`src/rtl/hydro_axis_pkg.sv`:
```
`default_nettype none
// ============================================================================
//  Module      : hydro_axis_pkg
//  Description : Shared types and constants for the hydrophone AXI4-Stream
//                packer: sample width, channel count, frame struct and the
//                output FSM state encoding.
//  Revision    : 1.0 - initial release
// ============================================================================
package hydro_axis_pkg;

    localparam int SAMPLE_W = 16;
    localparam int NUM_CH   = 4;

    // ch3 is declared first so it lands in the most significant bits,
    // matching the ADC bus layout ch0=[15:0] ... ch3=[63:48].
    typedef struct packed {
        logic [SAMPLE_W-1:0] ch3;
        logic [SAMPLE_W-1:0] ch2;
        logic [SAMPLE_W-1:0] ch1;
        logic [SAMPLE_W-1:0] ch0;
    } frame_t;

    typedef enum logic [1:0] {
        IDLE  = 2'd0,
        BEAT0 = 2'd1,
        BEAT1 = 2'd2
    } pack_state_t;

endpackage
`default_nettype wire

```
`src/rtl/frame_fifo.sv`:
```
`default_nettype none
// ============================================================================
//  Module      : frame_fifo
//  Description : Single-clock frame FIFO. Full/empty derive from a level
//                counter; pointers wrap modulo DEPTH. The read port is a
//                register loaded on pop, so it doubles as the packer's
//                output frame register.
//  Revision    : 1.0 - initial release
// ============================================================================
module frame_fifo
    import hydro_axis_pkg::*;
#(
    parameter int DEPTH = 8
) (
    input  logic                       clk,
    input  logic                       rst_n,
    input  logic                       push,
    input  frame_t                     push_data,
    input  logic                       pop,
    output frame_t                     pop_data,
    output logic [$clog2(DEPTH):0]     level,
    output logic                       empty,
    output logic                       full
);

    localparam int PTR_W = $clog2(DEPTH);
    localparam int LVL_W = PTR_W + 1;

    frame_t             mem [DEPTH];
    logic [PTR_W-1:0]   wr_ptr_q, wr_ptr_d;
    logic [PTR_W-1:0]   rd_ptr_q, rd_ptr_d;
    logic [LVL_W-1:0]   level_q,  level_d;
    frame_t             pop_data_q, pop_data_d;

    assign empty    = (level_q == '0);
    assign full     = (level_q == LVL_W'(DEPTH));
    assign level    = level_q;
    assign pop_data = pop_data_q;

    // Next-state for pointers, level and the registered read port.
    always_comb begin
        wr_ptr_d   = wr_ptr_q;
        rd_ptr_d   = rd_ptr_q;
        level_d    = level_q;
        pop_data_d = pop_data_q;
        if (push) begin
            wr_ptr_d = wr_ptr_q + PTR_W'(1);
        end
        if (pop) begin
            rd_ptr_d   = rd_ptr_q + PTR_W'(1);
            pop_data_d = mem[rd_ptr_q];
        end
        case ({push, pop})
            2'b10:   level_d = level_q + LVL_W'(1);
            2'b01:   level_d = level_q - LVL_W'(1);
            default: level_d = level_q;
        endcase
    end

    // Control state registers with asynchronous reset.
    always_ff @(posedge clk or negedge rst_n) begin
        if (!rst_n) begin
            wr_ptr_q   <= '0;
            rd_ptr_q   <= '0;
            level_q    <= '0;
            pop_data_q <= '0;
        end else begin
            wr_ptr_q   <= wr_ptr_d;
            rd_ptr_q   <= rd_ptr_d;
            level_q    <= level_d;
            pop_data_q <= pop_data_d;
        end
    end

    // Storage array; when full, push and pop share an address and the read
    // above sees the old head before this write lands.
    always_ff @(posedge clk) begin
        if (push) begin
            mem[wr_ptr_q] <= push_data;
        end
    end

endmodule
`default_nettype wire

```
`src/rtl/hydrophone_axis_packer.sv`:
```
`default_nettype none
// ============================================================================
//  Module      : hydrophone_axis_packer
//  Description : Captures 4x16-bit ADC frames into a frame FIFO and emits
//                each as a two-beat AXI4-Stream packet ({ch1,ch0} then
//                {ch3,ch2} with tlast). Rejected frames pulse frame_drop.
//                Optional macro PACKER_DROP_CNT_EN adds a 16-bit saturating
//                drop_count output.
//  Revision    : 1.0 - initial release
// ============================================================================
module hydrophone_axis_packer
    import hydro_axis_pkg::*;
#(
    parameter int FIFO_DEPTH = 8
) (
    input  logic                          m_axis_aclk,
    input  logic                          m_axis_aresetn,
    input  logic                          smp_valid,
    input  logic [4*SAMPLE_W-1:0]         smp_data,
    output logic [2*SAMPLE_W-1:0]         m_axis_tdata,
    output logic                          m_axis_tvalid,
    input  logic                          m_axis_tready,
    output logic                          m_axis_tlast,
    output logic                          frame_drop,
    output logic [$clog2(FIFO_DEPTH):0]   fifo_level
`ifdef PACKER_DROP_CNT_EN
    ,
    output logic [15:0]                   drop_count
`endif
);

    pack_state_t state_q, state_d;
    logic        pop;
    logic        push;
    logic        fifo_empty;
    logic        fifo_full;
    frame_t      out_frame;
    logic        frame_drop_q, frame_drop_d;

    frame_fifo #(
        .DEPTH (FIFO_DEPTH)
    ) u_fifo (
        .clk       (m_axis_aclk),
        .rst_n     (m_axis_aresetn),
        .push      (push),
        .push_data (frame_t'(smp_data)),
        .pop       (pop),
        .pop_data  (out_frame),
        .level     (fifo_level),
        .empty     (fifo_empty),
        .full      (fifo_full)
    );

    // A pop in the same cycle frees a slot, so a full FIFO still accepts.
    assign push         = smp_valid && (!fifo_full || pop);
    assign frame_drop_d = smp_valid && !push;

    // Output FSM next-state and pop request.
    always_comb begin
        state_d = state_q;
        pop     = 1'b0;
        case (state_q)
            IDLE: begin
                if (!fifo_empty) begin
                    pop     = 1'b1;
                    state_d = BEAT0;
                end
            end
            BEAT0: begin
                if (m_axis_tready) begin
                    state_d = BEAT1;
                end
            end
            BEAT1: begin
                if (m_axis_tready) begin
                    if (!fifo_empty) begin
                        pop     = 1'b1;
                        state_d = BEAT0;
                    end else begin
                        state_d = IDLE;
                    end
                end
            end
            default: state_d = IDLE;
        endcase
    end

    // FSM state and registered drop pulse.
    always_ff @(posedge m_axis_aclk or negedge m_axis_aresetn) begin
        if (!m_axis_aresetn) begin
            state_q      <= IDLE;
            frame_drop_q <= 1'b0;
        end else begin
            state_q      <= state_d;
            frame_drop_q <= frame_drop_d;
        end
    end

    // Stream outputs decode registered state only, never tready.
    always_comb begin
        m_axis_tvalid = (state_q == BEAT0) || (state_q == BEAT1);
        m_axis_tlast  = (state_q == BEAT1);
        m_axis_tdata  = (state_q == BEAT1) ? {out_frame.ch3, out_frame.ch2}
                                           : {out_frame.ch1, out_frame.ch0};
    end

    assign frame_drop = frame_drop_q;

`ifdef PACKER_DROP_CNT_EN
    logic [15:0] drop_count_q, drop_count_d;

    // Saturating drop counter, stepping alongside the frame_drop pulse.
    always_comb begin
        drop_count_d = drop_count_q;
        if (frame_drop_d && (drop_count_q != 16'hFFFF)) begin
            drop_count_d = drop_count_q + 16'd1;
        end
    end

    // Drop counter register.
    always_ff @(posedge m_axis_aclk or negedge m_axis_aresetn) begin
        if (!m_axis_aresetn) begin
            drop_count_q <= 16'd0;
        end else begin
            drop_count_q <= drop_count_d;
        end
    end

    assign drop_count = drop_count_q;
`endif

endmodule
`default_nettype wire
```
`config.mk`:
```
export PLATFORM = sky130hd
export DESIGN_NAME = hydrophone_axis_packer
export DESIGN_NICKNAME = d
export VERILOG_FILES = /design/src/rtl/hydro_axis_pkg.sv /design/src/rtl/frame_fifo.sv /design/src/rtl/hydrophone_axis_packer.sv
export SDC_FILE = /design/constraint.sdc
export NUM_CORES = 1
export LEC_CHECK = 0
export CAP_MARGIN = 40
export CELL_PAD_IN_SITES_DETAIL_PLACEMENT = 1
export CELL_PAD_IN_SITES_GLOBAL_PLACEMENT = 1
export CORE_MARGIN = 5
export CORE_UTILIZATION = 55
export CTS_BUF_LIST = sky130_fd_sc_hd__clkbuf_4 sky130_fd_sc_hd__clkbuf_8
export DETAILED_ROUTE_END_ITERATION = 8
export PLACE_DENSITY = 0.89
export SKIP_LAST_GASP = 1
export SLEW_MARGIN = 10
export SYNTH_ARGS = -nofsm -noshare
export SYNTH_HDL_FRONTEND = slang
export SYNTH_SLANG_ARGS = --single-unit
```
`constraint.sdc`:
```
create_clock -name m_axis_aclk -period 7.6 [get_ports m_axis_aclk]
set_input_delay 1.14 -clock m_axis_aclk [delete_from_list [all_inputs] [get_ports m_axis_aclk]]
set_output_delay 1.14 -clock m_axis_aclk [all_outputs]
set_load 0.005 [all_outputs]
```
* After elaboration in Yosys (flattened, before gate mapping)
Memories as Yosys holds them, arrays and structs flattened. A register that Yosys moved wholly into a read port is not among the register bits.
Cells that the tools add are included.
** Word-level totals
- Memory bits (writable) :: 512
- Bits in latches :: 0
- Word-level logic and storage cells :: 41
- Register bits :: 13
- ROM bits :: 0
- Memories :: 1
- Input port bits :: 68
** Cells by class
- $mul :: 0
- Add/sub/neg operators :: 4
- Div/mod/pow operators :: 0
- Shifts and indexed selects :: 0
- Multiplexer cells :: 12
- Equality and inequality tests :: 8
- Bitwise operators :: 0
- Reduce and logical (&&, ||, !) cells :: 11
- Order comparisons :: 0
** Memories
- u_fifo.mem :: depth 8, width 64, read ports 1, clocked after Yosys merged registers in 1, wr ports 1, line frame_fifo.sv:29 : frame_t mem [DEPTH];
** Operator list (number)
- 32-bit two-way mux :: 1
- 4-bit case mux with 2 select lines :: 1
- 3-bit by 1-bit adder with 3-bit output, second input constant :: 2
- 2-bit two-way mux :: 3
- 2-bit != test, second input constant :: 3
- 2-bit case mux with 3 select lines :: 1
- 1-bit two-way mux :: 5
- 4-bit by 1-bit adder with 4-bit output, second input constant :: 1
- 2-bit by 1-bit equality test with 1-bit output, second input constant :: 2
- 2-bit equality test, second input constant :: 2
- 4-bit equality test, second input constant :: 1
- 4-bit logical NOT :: 1
- 4-bit by 1-bit subtractor with 4-bit output, second input constant :: 1
- 1-bit logical NOT :: 3
- 3-bit AND reduction :: 1
- 1-bit logical AND :: 2
- 2-bit logical NOT :: 1
- 1-bit logical OR :: 2
- 1-bit case mux with 2 select lines :: 1
- 2-bit nonzero test :: 1

* Longest topological paths before layout
Gate-level depths: netlist (run 1).
- Word-level depth :: 8
- Mapped depth :: 11
- Depth with buffers taken out :: 10

* By module
Synthesis (run 1) repeated with hierarchy kept, for this count alone.
** Unflattened totals
- Cells, all modules :: 1342
- Area, all modules :: 23212.3 µm²
** Modules (own cells, without submodules)
- frame_fifo :: cells each 1280, instances 1, seq. area each 17226.5 µm², area an instance 22545.4 µm²
- hydrophone_axis_packer :: cells each 62, instances 1, seq. area each 75.1 µm², area an instance 666.9 µm²

* Least setup slack after synthesis (run 1)
OpenSTA, ideal clock, no wires.
- Path kind :: input to register
- Start :: in m_axis_tready
- End :: mem u_fifo.mem[5][0] (netlist name) (enable)
- Stages on the path :: 4
- Slack :: 1.090 ns
- Library setup time :: 0.565 ns
- Arrival :: 5.946 ns
- Cell sequence :: a21oi_1 -> nand2_1 -> nand2_1 -> nor3_1
** Between the ends
- Longest elaborated chain between the ends :: 6
** RTL lines
- from (decl) :: line hydrophone_axis_packer.sv:22 : input logic m_axis_tready,
- 1-bit two-way mux :: line hydrophone_axis_packer.sv:75 : if (m_axis_tready) begin
- 1-bit case mux with 2 select lines :: line hydrophone_axis_packer.sv:62 : case (state_q)
- 1-bit logical OR :: line hydrophone_axis_packer.sv:55 : assign push = smp_valid && (!fifo_full || pop);
- 1-bit logical AND :: line hydrophone_axis_packer.sv:55
- 1-bit two-way mux :: line frame_fifo.sv:78 : if (push) begin
- 1-bit two-way mux (implied by the code) :: line frame_fifo.sv:79 : mem[wr_ptr_q] <= push_data;
- to (decl) :: line frame_fifo.sv:29
No other way between the ends.

* Worst setup path in the final report (run 1)
- Start :: reg state_q[0]
- End :: out m_axis_tdata[11]
** Between the ends
- Longest elaborated chain between the ends :: 2
** RTL lines
- from (decl) :: line hydrophone_axis_packer.sv:32 : pack_state_t state_q, state_d;
- from (signal assigned) :: line hydrophone_axis_packer.sv:94 : state_q <= state_d;
- 2-bit equality test :: line hydrophone_axis_packer.sv:103 : m_axis_tdata = (state_q == BEAT1) ? {out_frame.ch3, out_frame.ch2}
- 32-bit two-way mux :: line hydrophone_axis_packer.sv:103
- to (decl) :: line hydrophone_axis_packer.sv:20 : output logic [2*SAMPLE_W-1:0] m_axis_tdata,
No other way between the ends.

==> summary.md, run 1 <==
| Metric | Value |
|---|---|
| Result of the run | `finished, final reports clean` |
| Post-DP HPWL | `33.4 mm` |
| Placer Congestion | `0.742` |
| Io pins | `107` |
| Fmax | `0.245 GHz` |
| Final setup TNS | `0 ns` |
| Deepest clock path buffer count | `3` |
| Critical Path End | `m_axis_tdata[11]` |
| Final setup skew | `0.0439 ns` |
| Max-cap violations | `0` |
| CTS resizes | `0` |
| Worst setup path category | `register to output pin` |
| Synth top cells by count | `edfxtp_1, mux4_2, dfrtp_1, nand2_1, mux2i_1` |
| H-tree depth | `3` |
| Drt pass-1 iters | `5` |
| Final #Nets | `1329` |
| Peak VDD IR | `0.209 mV` |
| Initial DRC count | `1159` |
| Core area | `0.0408 sq mm` |
| Die Ht | `213 um` |
| Cell variety after synth | `38` |
| Starting Density | `55.5%` |
| GRT overflow | `0` |
| DP Worst Slack | `3.48 ns` |
| Post-CTS setup buffers | `0` |
| Syn Inst Count | `1081` |
| Slew Limit Fails | `0` |
| Final setup fails | `0` |
| RSZ-0062 raised after global routing | `false` |
| CTS tree | `yes` |
| Final setup margin | `3.52 ns` |
| Routed Antenna Nets | `0` |
| Die X | `213 um` |
| All-Layer GR Usage | `27.1%` |
| Root Buffer | `clkbuf_8` |
| Routed len/inst | `32.2 um` |
| Most common cell in the synthesized netlist | `edfxtp_1` |
| Register-to-register setup slack | `3.83 ns` |
| Critical R2R Launch | `state_q[0]` |
| Area share of the largest cell type after synthesis | `67.9%` |
| Post-synth top area cell | `edfxtp_1` |
| Slew @ Worst Pin | `0.807 ns` |
| Worst EP required | `6.46 ns` |
| LEAKAGE | `0.00897 uW` |
| Syn_area_per_cell | `21.0 sq um` |
| Multi-input gate area | `0.00506 sq mm` |
| Primary FF master, synth | `edfxtp_1` |
| Final hold vios | `0` |
| Global-route wire length before repair | `88.2 mm` |
| Crit. End Element | `output pin` |
| FF+latch count, synth | `589` |
| Port Buffer Count | `106` |
| Vias per cell | `6.28` |
| Initial antenna violation count | `7` |
| Cts hold-fix bufs | `0` |
| Post-synth EDFFs | `512` |
| Worst endpoint data arrival time | `2.94 ns` |
| Crit share post-route | `53.6%` |
| Worst hold path type | `register to register` |
| TritonCTS Sinks | `589` |
| Filler cell count | `3364` |
| Via count | `11680` |
| Reg2Reg Capture Point | `u_fifo.mem[2][14]` |
| Layout cells sized above 1 | `27.2%` |
| Asr flop ratio synth | `13.1%` |
| Worst Path Max Fanout | `23` |
| Top post-synthesis cells by area | `edfxtp_1, mux4_2, dfrtp_1, mux2i_1, mux2_2` |
| CTS buffer count | `89` |
| Cell area after synthesis | `0.0227 sq mm` |
| Vias in the first global route | `12733` |
| Routed WL | `59.9 mm` |
| Area growth from synthesis to layout | `16.6%` |
| Reg2Reg Depth | `8` |
| Min Tclk post-route | `4.08 ns` |
| Startpoint types | `register` |
| Largest net degree at the start of global routing | `94` |
| Synth warnings | `0` |
| # DRC | `0` |
| Clock transition at path regs | `0.06 ns` |
| Setup crit start | `state_q[0]` |
| Register area share after synthesis | `76.4%` |
| Die ar. | `0.0453 sq mm` |
| # rows | `74` |
| Pwr/cell area | `407 mW/mm^2` |
| Skew-Pair Late Insertion Delay | `0.66 ns` |
| Net Count, Synth | `1159` |
| Slew HR | `46.2%` |
| Reg area | `0.0173 sq mm` |
==> how the worst min path moves through the flow <==
stage	cells after the start	endpoint	startpoint	slack (ns)
2_1_floorplan	2	u_fifo.pop_data[37]	u_fifo.pop_data[37]	0.44
3_3_place_gp	2	u_fifo.pop_data[34]	u_fifo.pop_data[34]	0.46
3_5_place_dp	2	u_fifo.pop_data[46]	u_fifo.pop_data[46]	0.48
4_1_cts	2	u_fifo.pop_data[46]	u_fifo.pop_data[46]	0.49
5_1_grt	2	u_fifo.pop_data[34]	u_fifo.pop_data[34]	0.52
6_report	2	u_fifo.pop_data[46]	u_fifo.pop_data[46]	0.49
==> layer usage <==
metal,vias up,global-route usage (%),wire length [um]
met5,-,1.08,61
met4,8,9.40,1890
met3,120,6.74,5060
met2,593,44.8,30300
met1,6219,35.6,22600
li1,4740,-,-
==> stage by stage <==
stage	hold WS, ns	cell area (sq um)	util, %	cells	total power [uW]
2_1_floorplan	0.444	22700	-	1081	6650
3_3_place_gp	0.458	24200	59.4	1680	7580
3_5_place_dp	0.480	24500	60.1	1692	7950
4_1_cts	0.493	26400	64.7	1856	10800
5_1_grt	0.521	26400	64.7	1857	11200
6_report	0.489	26400	64.7	1859	10800
==> state kept, by name, indices dropped and copies added, names as in the netlist <==
name and count:
frame_drop 1, u_fifo.mem 512, state_q 2, u_fifo.rd_ptr_q 3
u_fifo.pop_data 64, u_fifo.level 4, u_fifo.wr_ptr_q 3
==> cell usage in the layout (no fill, tap or decap), types with 2 or more instances in the layout <==
cell type	synthesis	final
o21ai_1	19	19
a21oi_1	8	8
mux2i_1	65	65
nor2_4	0	6
bufinv_16	0	2
clkinv_1	0	10
clkinv_2	0	13
mux2_2	33	33
nand3_1	4	4
a21o_1	2	2
xnor2_1	7	7
o21ai_0	48	48
edfxtp_1	512	512
inv_1	6	6
nand2_1	77	77
nor3_1	4	2
dfrtp_4	0	3
a22oi_1	3	3
buf_4	15	16
buf_16	0	8
mux4_2	128	128
dfrtp_1	77	74
clkdlybuf4s50_1	0	105
nor2_1	9	3
ha_1	9	8
clkbuf_4	0	30
diode_2	0	3
nor3_2	1	3
buf_12	0	4
clkbuf_8	0	107
==> kinds of logic (layout without fill, tap and decap cells) <==
kind of cell               count (synthesis)  after routing  share of synthesized area, %
buffers and inverters                     60            303                          1.55
and+or+nand+nor                          105            105                          2.01
DFF                                      589            589                          76.4
AOI/OAI and AO/OA                         84             84                          1.97
adders and majority gates                 10             10                         0.585
muxes                                    226            226                          17.2
xor gates and xnor gates                   7              7                         0.271
other                                      0              3                             0
==> cell type report <==
cell class                      instances  share of cell area (%)
Timing Repair Buffer                  133                    5.57
Sequential cell                       589                    65.5
Clock buffer                          137                    6.43
Inverter                                6                  0.0852
Antenna cell                            3                  0.0284
Multi-Input combinational cell        432                    19.2
Clock inverter                         27                   0.677
Tap cell                              532                    2.52
==> where the power goes <==
part / total [uW] / internal (uW) / switching [uW]
Combinational: 3320 / 1550 / 1780
Sequential: 4690 / 4180 / 506
Clock: 2740 / 1490 / 1250
Total: 10800 / 7220 / 3540
==> critical path, stage by stage, from the launching register on <==
cell and delay (ns):
dfrtp_1 0.43, inv_1 0.13, ha_2 0.59, buf_16 0.25
mux2_2 0.41, clkdlybuf4s50_1 0.47
(Power assumes the default switching activity.)
==> run 2: changes to the inputs <==
==> constraint.sdc (replaced) <==
create_clock -name m_axis_aclk -period 4.15 [get_ports m_axis_aclk]
set_input_delay 0.6225 -clock m_axis_aclk [delete_from_list [all_inputs] [get_ports m_axis_aclk]]
set_output_delay 0.6225 -clock m_axis_aclk [all_outputs]
set_load 0.005 [all_outputs]
==> summary.md, run 2 (same netlist as run 1, synthesis figures left out) <==
| Metric | Value |
|---|---|
| Result of the run | `finished, final reports clean` |
| Cts hold-fix bufs | `0` |
| Vias per cell | `6.31` |
| Final setup fails | `0` |
| Worst EP required | `3.53 ns` |
| Post-CTS setup buffers | `0` |
| Commonest non-fill, non-tap cells in the layout | `edfxtp_1, mux4_2, clkdlybuf4s50_1, clkbuf_8, nand2_1` |
| Vias in the first global route | `12849` |
| Crit share post-route | `83.9%` |
| Layout Cells excl Fill | `1857` |
| All-Layer GR Usage | `26.7%` |
| Setup crit start | `state_q[0]` |
| Largest register FFs | `512` |
| Post-route cell area | `0.0263 sq mm` |
| Starting Density | `55.5%` |
| Reg2Reg Capture Point | `u_fifo.pop_data[47]` |
| Worst setup path category | `register to output pin` |
| Most common cell after layout, fill and taps aside | `edfxtp_1` |
| Critical R2R Launch | `state_q[0]` |
| Buf/Inv on CP | `3` |
| # DRC | `0` |
| Die Ht | `213 um` |
| Crit. End Element | `output pin` |
| Final #Nets | `1325` |
| Pwr/cell area | `746 mW/mm^2` |
| Fmax | `0.287 GHz` |
| Post-DP HPWL | `32.6 mm` |
| # rows | `74` |
| Placer Congestion | `0.805` |
| Via count | `11722` |
| Final hold vios | `0` |
| Largest net degree at the start of global routing | `90` |
| Met1 usage | `34.0%` |
| Die ar. | `0.0453 sq mm` |
| Post-placement cell count | `1690` |
| Io pins | `107` |
| Worst Path Max Fanout | `36` |
| Critical Path End | `m_axis_tdata[22]` |
| GRT overflow | `0` |
| Critical Path Stages | `5` |
| CTS tree | `yes` |
| Max-cap violations | `0` |
| Worst endpoint data arrival time | `2.86 ns` |
| GR Layer Usage met3 | `7.17%` |
| Worst hold path type | `primary input to asynchronous set/reset pin` |
| Critical path's slowest cell | `clkdlybuf4s50_1` |
| Slew @ Worst Pin | `0.910 ns` |
| H-tree depth | `3` |
| Gr busiest metal | `met2` |
| Area growth from synthesis to layout | `15.9%` |
| Routed Antenna Nets | `0` |
| Slew HR | `39.3%` |
| Initial antenna violation count | `7` |
| Routed WL | `59.6 mm` |
| CTS resizes | `0` |
| Reg area | `0.0173 sq mm` |
| Multi-input gate area | `0.00507 sq mm` |
| Placed Area | `0.0244 sq mm` |
| RSZ-0062 raised after global routing | `false` |
| Die X | `213 um` |
| Global-route wire length before repair | `87.8 mm` |
| Clock transition at path regs | `0.06 ns` |
| Final setup TNS | `0 ns` |
| Layout cells sized above 1 | `26.3%` |
| Met2 global-route usage | `44.9%` |
| Final Power | `19600 uW` |
| TritonCTS Sinks | `589` |
| Root Buffer | `clkbuf_8` |
| Routed len/inst | `32.1 um` |
| Final setup skew | `0.0420 ns` |
| Hold slack final | `0.0553 ns` |
| Crit-path cells | `inv_1, ha_2, buf_4, mux2_2, clkdlybuf4s50_1` |
| CTS buffer count | `87` |
| Startpoint types | `register` |
| CP peak stage delay | `0.56 ns` |
| Drt pass-1 iters | `5` |
| Port Buffer Count | `106` |
| Min Tclk post-route | `3.48 ns` |
| LEAKAGE | `0.00889 uW` |
| Slew Limit Fails | `0` |
| Register-to-register setup slack | `1.06 ns` |
| Reg with most FFs | `u_fifo.mem` |
| Filler cell count | `3350` |
| Initial DRC count | `1298` |
| Delay-heaviest family, CP | `buffers and inverters` |
| Deepest clock path buffer count | `3` |
| Skew-Pair Late Insertion Delay | `0.65 ns` |
| Core area | `0.0408 sq mm` |
| Peak VDD IR | `0.427 mV` |
| Reg2Reg Depth | `7` |
## run 2: cell types whose count changed in the layout (fill, tap and decap cells not counted), sizes merged
cell / delta
clkinv: +5
diode: +1
inv: +4
clkbuf: -13
buf: -2
clkinvlp: +2
bufinv: +1
## run 2: routing by layer
layer | vias up | part of all wire [%]
li1 | 4732 | -
met1 | 6216 | 36
met2 | 643 | 51
met3 | 123 | 8.8
met4 | 8 | 3.4
met5 | - | 0.077
## run 2: worst min path at each step
stage	endpoint	start	depth (start not counted)	slack (ns)
after floorplan	frame_drop	m_axis_aresetn	0	0.33
after global placement	u_fifo.pop_data[47]	u_fifo.pop_data[47]	2	0.46
after detailed placement	u_fifo.pop_data[28]	u_fifo.pop_data[28]	2	0.48
after CTS	u_fifo.pop_data[31]	m_axis_aresetn	1	0.02
after global routing	u_fifo.pop_data[27]	m_axis_aresetn	1	0.06
final	u_fifo.pop_data[40]	m_axis_aresetn	1	0.06
## run 2: worst register-to-register path, delay by kind of cell, from the launching register on
kind	cells	cell delay (ns)
adder cells (fa/ha/maj)	1	0.20
AND/OR/NAND/NOR	1	0.40
buffers and inverters	3	1.18
AO/OA/AOI/OAI	2	0.65
flip-flops	1	0.44
## run 2: layout make-up
type	instances	area share [%]
well taps	532	2.53
flip-flops and latches	589	65.9
inverters	6	0.0858
multi-input cells	432	19.3
clock buffers	124	5.90
repair buffers	131	5.16
diodes	4	0.0381
clock inverters	39	1.03
## run 2: where the power goes
group	internal [uW]	leakage (uW)	switching, uW
sequential	7660	0.00558	867
combinational	2750	0.00235	3380
clock	2620	0.000956	2320
## run 2: metrics by stage
step | util [%] | worst slack [ns]
2_1_floorplan | - | -0.340
3_3_place_gp | 59.7 | 0.965
3_5_place_dp | 59.8 | 0.898
4_1_cts | 64.3 | 0.656
5_1_grt | 64.3 | 0.582
6_report | 64.3 | 0.667
==> run 3: changes to the inputs <==
==> constraint.sdc (replaced) <==
create_clock -name m_axis_aclk -period 3.6 [get_ports m_axis_aclk]
set_input_delay 0.54 -clock m_axis_aclk [delete_from_list [all_inputs] [get_ports m_axis_aclk]]
set_output_delay 0.54 -clock m_axis_aclk [all_outputs]
set_load 0.005 [all_outputs]
==> summary.md, run 3 (same netlist as run 1, synthesis figures left out) <==
| Metric | Value |
|---|---|
| CTS resizes | `0` |
| Drt pass-1 iters | `5` |
| TritonCTS Sinks | `589` |
| Die Ht | `213 um` |
| RSZ-0062 raised after global routing | `false` |
| Final setup fails | `0` |
| Final #Nets | `1332` |
| Via count | `11833` |
| Root Buffer | `clkbuf_8` |
| CP peak stage delay | `0.50 ns` |
| Crit share post-route | `95.7%` |
| CTS tree | `yes` |
| Critical path's slowest cell | `clkdlybuf4s50_1` |
| Skew-Pair Late Insertion Delay | `0.69 ns` |
| Die ar. | `0.0453 sq mm` |
| Crit. End Element | `output pin` |
| Crit-path cells | `inv_1, ha_2, buf_4, mux2_2, clkdlybuf4s50_1` |
| Reg with most FFs | `u_fifo.mem` |
| Startpoint types | `register` |
| H-tree depth | `3` |
| CTS buffer count | `90` |
| Initial antenna violation count | `5` |
| # DRC | `0` |
| Final setup TNS | `0 ns` |
| Global-route wire length before repair | `90.1 mm` |
| Deepest clock path buffer count | `3` |
| LEAKAGE | `0.00895 uW` |
| Core area | `0.0408 sq mm` |
| GRT overflow | `0` |
| # rows | `74` |
| Reg2Reg Depth | `7` |
| Port Buffer Count | `106` |
| Largest register FFs | `512` |
| Hold depth | `2` |
| Vias per cell | `6.35` |
| Initial DRC count | `1395` |
| Final setup skew | `0.0479 ns` |
| Worst endpoint data arrival time | `2.91 ns` |
| Routed len/inst | `32.7 um` |
| Worst hold path type | `register to register` |
| Die X | `213 um` |
| Worst EP required | `3.06 ns` |
| Min Tclk post-route | `3.45 ns` |
| Area growth from synthesis to layout | `16.6%` |
| Worst setup path category | `register to output pin` |
| Post-route cell area | `0.0264 sq mm` |
| Hold slack final | `0.490 ns` |
| Final hold vios | `0` |
| Pwr/cell area | `866 mW/mm^2` |
| Starting Density | `55.5%` |
| Io pins | `107` |
| Slew HR | `42.5%` |
| Final Power | `22900 uW` |
| Largest net degree at the start of global routing | `73` |
| Clock transition at path regs | `0.07 ns` |
| Max-cap violations | `0` |
| Filler cell count | `3355` |
| Vias in the first global route | `12956` |
| Routed Antenna Nets | `0` |
| Peak VDD IR | `0.466 mV` |
| Fmax | `0.290 GHz` |
| Layout cells sized above 1 | `26.5%` |
| All-Layer GR Usage | `27.7%` |
| Placer Congestion | `0.770` |
| Worst Path Max Fanout | `36` |
| Slew @ Worst Pin | `0.862 ns` |
| Slew Limit Fails | `0` |
| Routed WL | `60.8 mm` |
| Placed Area | `0.0245 sq mm` |
| Post-DP HPWL | `32.4 mm` |
| Finished Core Util | `64.7%` |
| Commonest non-fill, non-tap cells in the layout | `edfxtp_1, mux4_2, clkdlybuf4s50_1, clkbuf_8, nand2_1` |
| Result of the run | `finished, final reports clean` |
| Most common cell after layout, fill and taps aside | `edfxtp_1` |
[run 3: cell type report]
cell class	instances	area [sq um]	area share, %
diodes	1	2.50	0.00948
repair buffers	135	1480	5.60
clock buffers	123	1510	5.70
well taps	532	666	2.52
flip-flops and latches	589	17300	65.6
clock inverters	45	342	1.29
multi-input cells	432	5070	19.2
inverters	6	22.5	0.0853
[run 3: per-stage QoR]
step                cells  worst slack [ns]
finish               1863             0.153
global route         1862            0.0960
CTS                  1862             0.156
detailed placement   1693             0.509
global placement     1693             0.673
floorplan            1081            -0.890
[run 3: path summary, 6_finish.rpt]
| kind | start | endpoint | slack [ns] |
|---|---|---|---|
| worst max register to register | state_q[0] | u_fifo.pop_data[11] | 0.60 |
| worst max-delay path | state_q[0] | m_axis_tdata[14] | 0.15 |
| worst min-delay path | u_fifo.pop_data[40] | u_fifo.pop_data[40] | 0.49 |
| max in group asynchronous | m_axis_aresetn | u_fifo.pop_data[53] | 2.20 |
| min in group asynchronous | m_axis_aresetn | u_fifo.pop_data[14] | 0.55 |
| worst min register to register | u_fifo.pop_data[40] | u_fifo.pop_data[40] | 0.49 |
[run 3: worst max-delay path, delay by kind of cell, from the launching register on]
| family | cells | cell delay, ns |
|---|---|---|
| buf+inv | 3 | 1.14 |
| mux | 1 | 0.42 |
| flops | 1 | 0.45 |
| fa+ha+maj | 1 | 0.21 |
[run 3: routing by layer]
layer  track usage (%)  share of wire [%]
met5                 0              0.069
met4              10.3                3.8
met3              6.82                8.1
met2              45.2                 50
met1              36.8                 38
[run 3: where the power goes]
group          switching, uW  leakage [uW]  internal (uW)
registers               1040       0.00558           8830
clock network           2740      0.000978           3090
logic                   3910       0.00239           3260
total                   7690       0.00895          15200
[run 3: repair_timing]
action	CTS	global route
setup buffers	0	0
hold buffers	1	0
endpoints found under the hold margin	45	0
